**config.mk**
```make
export PLATFORM = sky130hd
export DESIGN_NAME = board_score_keeper
export DESIGN_NICKNAME = d
export VERILOG_FILES = /design/src/rtl/tictactoe_pkg.sv /design/src/rtl/bcd2_counter.sv /design/src/rtl/board_score_keeper.sv
export SDC_FILE = /design/constraint.sdc
export NUM_CORES = 1
export LEC_CHECK = 0
export CAP_MARGIN = 40
export CORE_UTILIZATION = 50
export CTS_CLUSTER_DIAMETER = 60
export DETAILED_ROUTE_END_ITERATION = 8
export PLACE_DENSITY = 0.81
export SYNTH_ARGS = -nofsm -noshare
export SYNTH_HDL_FRONTEND = slang
export SYNTH_SLANG_ARGS = --single-unit
```
**constraint.sdc**
```tcl
create_clock -name clk_100MHz -period 8.1 [get_ports clk_100MHz]
set_clock_uncertainty 0.05 [all_clocks]
set_input_delay 0.81 -clock clk_100MHz [delete_from_list [all_inputs] [get_ports clk_100MHz]]
set_output_delay 0.81 -clock clk_100MHz [all_outputs]
set_load 0.05 [all_outputs]
```
**src/rtl/tictactoe_pkg.sv**
```systemverilog
// Shared types and helpers for the tic-tac-toe board/score storage stage.
package tictactoe_pkg;

  localparam int NCELLS = 9;

  typedef logic [3:0] bcd_digit_t;

  localparam logic [7:0] BCD_MAX = 8'h99;

  typedef struct packed {
    logic       valid;
    logic [3:0] idx;
  } cell_sel_t;

  // Lowest set bit wins; scanning downward leaves the smallest index last.
  function automatic cell_sel_t lowest_set_index(input logic [8:0] mask);
    cell_sel_t r;
    r = '0;
    for (int i = 8; i >= 0; i--) begin
      if (mask[i]) begin
        r.valid = 1'b1;
        r.idx   = 4'(i);
      end
    end
    return r;
  endfunction

endpackage

```
**src/rtl/bcd2_counter.sv**
```systemverilog
// Two-digit BCD counter with synchronous clear and wrap-or-saturate at 99.
module bcd2_counter
  import tictactoe_pkg::*;
#(
  parameter bit WRAP = 1'b1
) (
  input  logic       clk_100MHz,
  input  logic       reset_n,
  input  logic       clr,
  input  logic       inc,
  output logic [7:0] count
);

  bcd_digit_t tens, units;
  assign tens  = count[7:4];
  assign units = count[3:0];

  always_ff @(posedge clk_100MHz or negedge reset_n) begin
    if (!reset_n) begin
      count <= 8'h00;
    end else if (clr) begin
      count <= 8'h00;
    end else if (inc) begin
      if (count == BCD_MAX)
        count <= WRAP ? 8'h00 : BCD_MAX;
      else if (units == 4'd9)
        count <= {tens + 4'd1, 4'd0};
      else
        count <= {tens, units + 4'd1};
    end
  end

endmodule

```
**src/rtl/board_score_keeper.sv**
```systemverilog
// Board occupancy, move count, conflict flag and edge-detected BCD scoreboards
// sitting directly behind the tic-tac-toe control FSM.
module board_score_keeper #(
  parameter bit SCORE_WRAP = 1'b1,
  parameter int NCELLS     = 9
) (
  input  logic              clk_100MHz,
  input  logic              reset_n,
  input  logic [NCELLS-1:0] almacenar_x,
  input  logic [NCELLS-1:0] almacenar_o,
  input  logic              resetPosiciones,
  input  logic              resetScore,
  input  logic              inc_x_score,
  input  logic              inc_o_score,
  input  logic              displayEmpate,
  output logic [NCELLS-1:0] x,
  output logic [NCELLS-1:0] o,
  output logic [3:0]        moves,
  output logic              board_full,
  output logic [7:0]        score_x,
  output logic [7:0]        score_o,
  output logic [7:0]        score_draw,
  output logic              conflict_err
);
  import tictactoe_pkg::*;

  cell_sel_t         cx, co;
  logic [NCELLS-1:0] occ;
  logic              same_cell, x_ok, o_ok, conflict_now;
  logic [4:0]        move_sum;
  logic              prev_x, prev_o, prev_d;

  assign cx  = lowest_set_index(almacenar_x);
  assign co  = lowest_set_index(almacenar_o);
  assign occ = x | o;

  assign same_cell = cx.valid && co.valid && (cx.idx == co.idx);
  assign x_ok      = cx.valid && !occ[cx.idx] && !same_cell;
  assign o_ok      = co.valid && !occ[co.idx] && !same_cell;

  // Any extra mask bit, a same-cell collision, or a hit on an occupied cell.
  assign conflict_now = (|(almacenar_x & (almacenar_x - NCELLS'(1)))) ||
                        (|(almacenar_o & (almacenar_o - NCELLS'(1)))) ||
                        same_cell ||
                        (cx.valid && occ[cx.idx]) ||
                        (co.valid && occ[co.idx]);

  assign move_sum   = {1'b0, moves} + 5'(x_ok) + 5'(o_ok);
  assign board_full = (moves == 4'd9);

  always_ff @(posedge clk_100MHz or negedge reset_n) begin
    if (!reset_n) begin
      x            <= '0;
      o            <= '0;
      moves        <= 4'd0;
      conflict_err <= 1'b0;
    end else if (resetPosiciones) begin
      x            <= '0;
      o            <= '0;
      moves        <= 4'd0;
      conflict_err <= 1'b0;
    end else begin
      if (x_ok) x[cx.idx] <= 1'b1;
      if (o_ok) o[co.idx] <= 1'b1;
      moves <= (move_sum > 5'd9) ? 4'd9 : move_sum[3:0];
      if (conflict_now) conflict_err <= 1'b1;
    end
  end

  // Previous levels keep tracking through resetScore so a held level never recounts.
  always_ff @(posedge clk_100MHz or negedge reset_n) begin
    if (!reset_n) begin
      prev_x <= 1'b0;
      prev_o <= 1'b0;
      prev_d <= 1'b0;
    end else begin
      prev_x <= inc_x_score;
      prev_o <= inc_o_score;
      prev_d <= displayEmpate;
    end
  end

  bcd2_counter #(.WRAP(SCORE_WRAP)) u_score_x (
    .clk_100MHz(clk_100MHz), .reset_n(reset_n), .clr(resetScore),
    .inc(inc_x_score & ~prev_x), .count(score_x)
  );

  bcd2_counter #(.WRAP(SCORE_WRAP)) u_score_o (
    .clk_100MHz(clk_100MHz), .reset_n(reset_n), .clr(resetScore),
    .inc(inc_o_score & ~prev_o), .count(score_o)
  );

  bcd2_counter #(.WRAP(SCORE_WRAP)) u_score_draw (
    .clk_100MHz(clk_100MHz), .reset_n(reset_n), .clr(resetScore),
    .inc(displayEmpate & ~prev_d), .count(score_draw)
  );

endmodule

```
* After elaboration in Yosys (flattened, before gate mapping) *
Index checks and enable logic that the tools add are counted.

cells by class
  add/subtract/negate cells = 10
  order comparisons = 5
  eq/ne operators = 8
  multiplexer cells = 46
  bitwise operators = 11
  reduce and logical (&&, ||, !) cells = 31

operators with widths
  kind                                                  count
  2-to-1 mux 8 bit                                      12
  2-to-1 mux 5 bit                                      18
  2-to-1 mux 9 bit                                      4
  OR 9 bit                                              3
  adder 4 x 1 -> 4 bit (second input constant)          6
  equality test 8 bit (second input constant)           3
  AND 9 bit                                             2
  OR reduction 9 bit                                    2
  subtractor 9 x 1 -> 9 bit (second input constant)     2
  equality test 4 bit (second input constant)           4
  nonzero test 2 bit                                    6
  logical AND 1 bit                                     10
  < comparator 4 x 5 -> 1 bit (second input constant)   2
  nonzero test 3 bit                                    3
  binary-select mux 1 bit (select 4 bit)                2
  demux 1 bit (select 4 bit)                            2
  >= comparator 4 x 1 -> 1 bit (second input constant)  2
  2-to-1 mux 4 bit                                      2
  2-to-1 mux 1 bit                                      6
  AND reduction 2 bit                                   3
  adder 4 x 1 -> 5 bit                                  1
  adder 5 x 1 -> 5 bit                                  1
  > comparator 5 x 4 -> 1 bit (second input constant)   1
  equality test 4 bit                                   1
  4 further kinds                                       13

storage, ports and cells
  register bits = 50
  input port bits = 25
  output and inout port bits = 48
  logic and storage cells = 124

* Longest topological paths before layout *
  depth after elaboration = 19
  gate-level depth with buffers = 16
  depth with buffers taken out = 14

* By module *
Synthesis repeated with hierarchy kept, for this count alone.

second synthesis, totals
  cell total of the unflattened synthesis = 371
  area total of the unflattened synthesis = 3296.9 um^2

by module, submodules not included
  module              instances  cells each  area an instance (um^2)  sequential area each (um^2)
  board_score_keeper  1          221         1851.8                   650.6
  bcd2_counter        3          50          481.7                    200.2

* Worst setup path after synthesis *
No wires, ideal clock.

  path type = input to register
  from = in almacenar_o[5]
  to = reg moves[0]
  setup time = 132 ps
  arrival = 3533 ps
  required time = 7918 ps
  setup slack = 4385 ps
  stages = 14
  buffers on the path = 2
  cell sequence = clkbuf_1 -> nor4_2 -> nand2_1 -> o22ai_1 -> a21oi_1 -> or3_1 -> buf_2 -> nor3b_1 -> fa_1 -> ha_1 -> o22a_1 -> o22a_1 -> nor2_1 -> nor2_1

on the way
  word-level cells in the longest chain between the ends = 15
  elaborated cells between the ends (all ways) = 21
  those cells by class = add/sub: 2; order compare: 1; eq/ne: 1; mux: 10; reduce/logical: 7

RTL lines
  element                                                    line                                                source
  from (decl)                                                board_score_keeper.sv:10                            input logic [NCELLS-1:0] almacenar_o,
  2-to-1 mux 5 bit * (6 in series)                           tictactoe_pkg.sv:20                                 if (mask[i]) begin
  equality test 4 bit, or another cell as far along          board_score_keeper.sv:37                            assign same_cell = cx.valid && co.valid && (cx.idx == co.idx);
  logical AND 1 bit or 2-to-1 mux 1 bit (tied branches)      board_score_keeper.sv:37, board_score_keeper.sv:39
  logical NOT 1 bit, on equally long branches                board_score_keeper.sv:38, board_score_keeper.sv:39
  logical AND 1 bit, on equally long branches                board_score_keeper.sv:38, board_score_keeper.sv:39
  adder 4 x 1 -> 5 bit or logical AND 1 bit (tied branches)  board_score_keeper.sv:48, board_score_keeper.sv:39
  adder 5 x 1 -> 5 bit *                                     board_score_keeper.sv:48                            assign move_sum = {1'b0, moves} + 5'(x_ok) + 5'(o_ok);
  > comparator 5 x 4 -> 1 bit                                board_score_keeper.sv:65                            moves <= (move_sum > 5'd9) ? 4'd9 : move_sum[3:0];
  2-to-1 mux 4 bit *                                         board_score_keeper.sv:65
  2-to-1 mux 4 bit *                                         board_score_keeper.sv:57                            end else if (resetPosiciones) begin
  to (signal assigned)                                       board_score_keeper.sv:65
  to (decl)                                                  board_score_keeper.sv:18                            output logic [3:0] moves,

Mark *: on every way between the ends. The rest lies on a longest branch, timed or not. The select of a mux whose other input is x is not followed.
A chain may end at the register's enable or synchronous reset.

* Worst setup path in the final report *
  from = in almacenar_x[1]
  to = reg moves[0]

on the way
  word-level cells in the longest chain between the ends = 12
  elaborated cells between the ends (all ways) = 17
  those cells by class = add/sub: 2; order compare: 1; eq/ne: 1; mux: 6; reduce/logical: 7

RTL lines
  element                                 line                      source
  from (decl)                             board_score_keeper.sv:9   input logic [NCELLS-1:0] almacenar_x,
  2-to-1 mux 5 bit * (2 in series)        tictactoe_pkg.sv:20
  binary-select mux 1 bit (select 4 bit)  board_score_keeper.sv:38  assign x_ok = cx.valid && !occ[cx.idx] && !same_cell;
  2-to-1 mux 1 bit (not written as such)  board_score_keeper.sv:38
  logical NOT 1 bit                       board_score_keeper.sv:38
  logical AND 1 bit (2 in series)         board_score_keeper.sv:38
  adder 4 x 1 -> 5 bit                    board_score_keeper.sv:48
  adder 5 x 1 -> 5 bit *                  board_score_keeper.sv:48
  > comparator 5 x 4 -> 1 bit             board_score_keeper.sv:65
  2-to-1 mux 4 bit *                      board_score_keeper.sv:65
  2-to-1 mux 4 bit *                      board_score_keeper.sv:57

Marks and branches as above.

==> results.toml <==
[floorplan]
floorplan.die_area_um2 = 6579
num_rows = 28
num_io_pins = 73
start_util = 0.5223
design.core.area_um2 = 5991
die_width_um = 81.11
dieHeight_um = 81.11

[worst_setup_path]
path_max_fanout = 11
timing.reg2reg.setup_slack_ns = 4.98
slowest_stage = "clkdlybuf4s50_1"
crit_required_ns = 8.21
cp.arrival_ns = 4.43
critPathTopFamily = "simple AND/OR/NAND/NOR gates"
crit_path_start_kind = "primary input"
worst_path_largest_cell_delay_ns = 0.66
cp_cell_sequence = "clkdlybuf4s50_1 > or4_4 > a21oi_4 > nor4_2 > a32o_1 > nor3_2 > nand2_1 > nor2_1 > fa_1 > ha_1 > o22a_1 > o22a_1 > nor2_1 > nor2_1"
critical_path_class = "in -> reg"
cp-end-kind = "flop"
cp_common_cell = "nor2_1"
cp_num_buf_inv = 1

[yosys]
syn-mean-instance-area_um2 = 8.550
async_flop_share = 1.000
synth_sequential_area_ratio = 0.3998
ys_seq_elements = 50
synth-edff-count = 0
synth-main-ff-cell = "dfrtp_1"
post-synth-top-area-fraction = 0.3998
postSynthNetCount = 405
synth_top_cell_by_area = "dfrtp_1"
gate_count_after_technology_mapping = 366
yosysWarnings = 0
synth.lib_cells_used.distinct = 58
netlist_top_cells_area = "dfrtp_1, nor2_1, ha_1, a21oi_1, nor3_1"
mappedNetlistArea_um2 = 3129

[power]
power.sequential.fraction = 0.449
p_comb_frac = 0.303
switching_power_w = 0.0002177
leakage_power_total_nw = 1.596
post-layout-total-power_w = 0.0006175
power.ir.vdd_worst_mv = 0.1455
internal_pwr_total_w = 0.0003998
clkPwrFrac = 0.249
cellPowerDensity_nw_per_um2 = 154.5
power.switching_fraction = 0.3525

[run]
max_cap_violations = 0

[global_route]
largest_net_degree_at_the_start_of_global_routing = 34
grt_util_all_layers = 0.2571
gr-total-overflow = 0
grt_antenna_before_repair = 0
grt_first_pass_wirelength_mm = 13.09
grt_pass1_vias = 2752

[final_layout]
drive_gt1_frac = 0.04608
filler_cell_count = 499
footprint_of_the_multi_input_gates_um2 = 1743
antenna_diode_instance_count = 0
design.final.nets = 472
reg_area_um2 = 1251
finish.utilization = 0.6673
synthToLayoutAreaGrowth_pct = 27.75

[sta]
setup_total_negative_slack_ns = 0
layout_worst_path_cycle_share = 0.5339
worst_pin_slew_ns = 0.7872
hold_viol = 0
timing.final.crit_period_ns = 4.325
slew-limit-headroom = 0.4735
final_setup_fails = 0
unrepaired_setup_endpoints_after_global_routing = "no"
final_slew_viol_count = 0
maxClockFrequency_mhz = 231.2

[detailed_routing]
drt_wl_total_mm = 7.977
remaining_drc_errors = 0
routed-via-count = 3122
firstDrtPassIters = 5
wire_per_inst_um = 15.67
detail_route.vias_per_cell = 6.134
detail_route.iter0.violations = 227
drt.antenna.violating_nets = 0

[clock_tree]
htree_levels = 2
postCtsSetupBuffers = 0
clock_tree.root_cell = "clkbuf_8"
worst_skew_pair.late_latency_ns = 0.31
tritoncts_buffer_count = 5
cts.repair.resized = 0
cts_num_sinks = 50
tritoncts = "done"
worst_setup_hold_path_clk_slew_ns = 0.09
cts_hold_repair.buffers = 0
clockBufferDepth = 2

[place]
portBuffers = 72
dp_hpwl_mm = 6.000
gpl.final_weighted_congestion = 0.9192

[hold_path]
hold_path_class = "in -> async"

[outcome]
run_status = "finished clean"
[logic make-up after synthesis]
logic type | Yosys count | share of synthesized area
AND/OR/NAND/NOR | 154 | 0.2551
AO/OA/AOI/OAI | 109 | 0.2287
flip-flops | 50 | 0.3998
buffers and inverters | 34 | 0.04318
adder cells (fa/ha/maj) | 14 | 0.05838
XOR/XNOR | 3 | 0.008398
multiplexers | 2 | 0.006398
[worst reg2reg max path, stage by stage, from the launching register on]
cell	delay, ns
dfrtp_1	0.45
or3_1	0.42
a32o_1	0.25
nor3_2	0.53
nand2_1	0.11
nor2_1	0.14
fa_1	0.21
ha_1	0.25
o22a_1	0.21
o22a_1	0.22
nor2_1	0.09
nor2_1	0.05
[stage by stage]
| step | worst slack (ns) | instance area, µm² | cells | hold slack, ns |
|---|---|---|---|---|
| finish | 3.775 | 3998 | 509 | 0.3775 |
| global route | 3.511 | 3998 | 509 | 0.3952 |
| CTS | 3.798 | 3998 | 509 | 0.3879 |
| detailed placement | 3.490 | 3902 | 501 | 0.4481 |
| global placement | 3.613 | 3882 | 500 | 0.4397 |
| floorplan | 4.385 | 3129 | 366 | 0.4644 |
[routing by layer]
layer | GRT usage | vias to the layer above | share of wire
met5 | 0 | - | 0
met4 | 0.09286 | 0 | 0.016
met3 | 0.04157 | 19 | 0.064
met2 | 0.4000 | 125 | 0.46
met1 | 0.3608 | 1500 | 0.46
li1 | - | 1478 | -
[cells in the mapped netlist, types with 2 or more instances]
library cell,count
nor3_2,2
o22a_1,4
o21ai_1,3
a311oi_1,3
nor4_4,2
nand4_1,3
nor2_1,57
nand2_1,24
a32o_1,2
o2bb2ai_1,3
o31ai_1,3
buf_2,3
or3_1,3
a31oi_1,11
nor3_1,25
ha_1,13
or4_1,4
nand3b_1,2
nor2b_1,6
xor2_1,2
inv_1,21
o31a_1,3
nor4_2,3
clkbuf_1,8
a21oi_1,29
and3_1,2
o32ai_1,3
o21ai_0,24
o21bai_1,2
a22o_1,2
nand3_1,8
dfrtp_1,50
nand2b_1,6
mux2i_1,2
a41oi_1,5
[registers in the layout (all words and copies together) (netlist names), 4 cells and up]
signal / flops
moves: 4
u_score_o.count: 8
u_score_draw.count: 8
u_score_x.count: 8
x: 9
o: 9
[layout by cell type (no fill, tap or decap), types with 11 or more instances in the layout]
master,instances
dfrtp_1,50
a21oi_1,29
clkdlybuf4s50_1,71
o21ai_0,24
nor3_1,25
nand2_1,24
a31oi_1,11
nor2_1,57
inv_1,21
ha_1,13
[cell type report]
type                            instances  share of cell area
Clock buffer                            6             0.02066
Clock inverter                          2            0.003130
Inverter                               21             0.01972
Multi-Input combinational cell        282              0.4360
Sequential cell                        50              0.3130
Tap cell                               75             0.02347
Timing Repair Buffer                   73              0.1840
[power by group through the flow]
stage / Clock (W) / Sequential, W / Combinational [W]
floorplan: 0 / 0.000321 / 0.0000800
global placement: 0 / 0.000281 / 0.000181
detailed placement: 0 / 0.000282 / 0.000185
CTS: 0.000157 / 0.000277 / 0.000187
global route: 0.000166 / 0.000280 / 0.000202
finish: 0.000154 / 0.000277 / 0.000187
[path summary, 6_finish.rpt]
| kind | to | from | cells after the start |
|---|---|---|---|
| hold reg to reg | u_score_x.count[7] | u_score_x.count[7] | 1 |
| setup / recovery | moves[0] | almacenar_x[1] | 14 |
| setup reg to reg | moves[0] | x[2] | 11 |
| hold / removal | u_score_o.count[6] | reset_n | 1 |
| max in group asynchronous | u_score_x.count[2] | reset_n | 2 |
| min in group clk_100MHz | u_score_x.count[7] | u_score_x.count[7] | 1 |
Power figures use the tool's default switching activity.
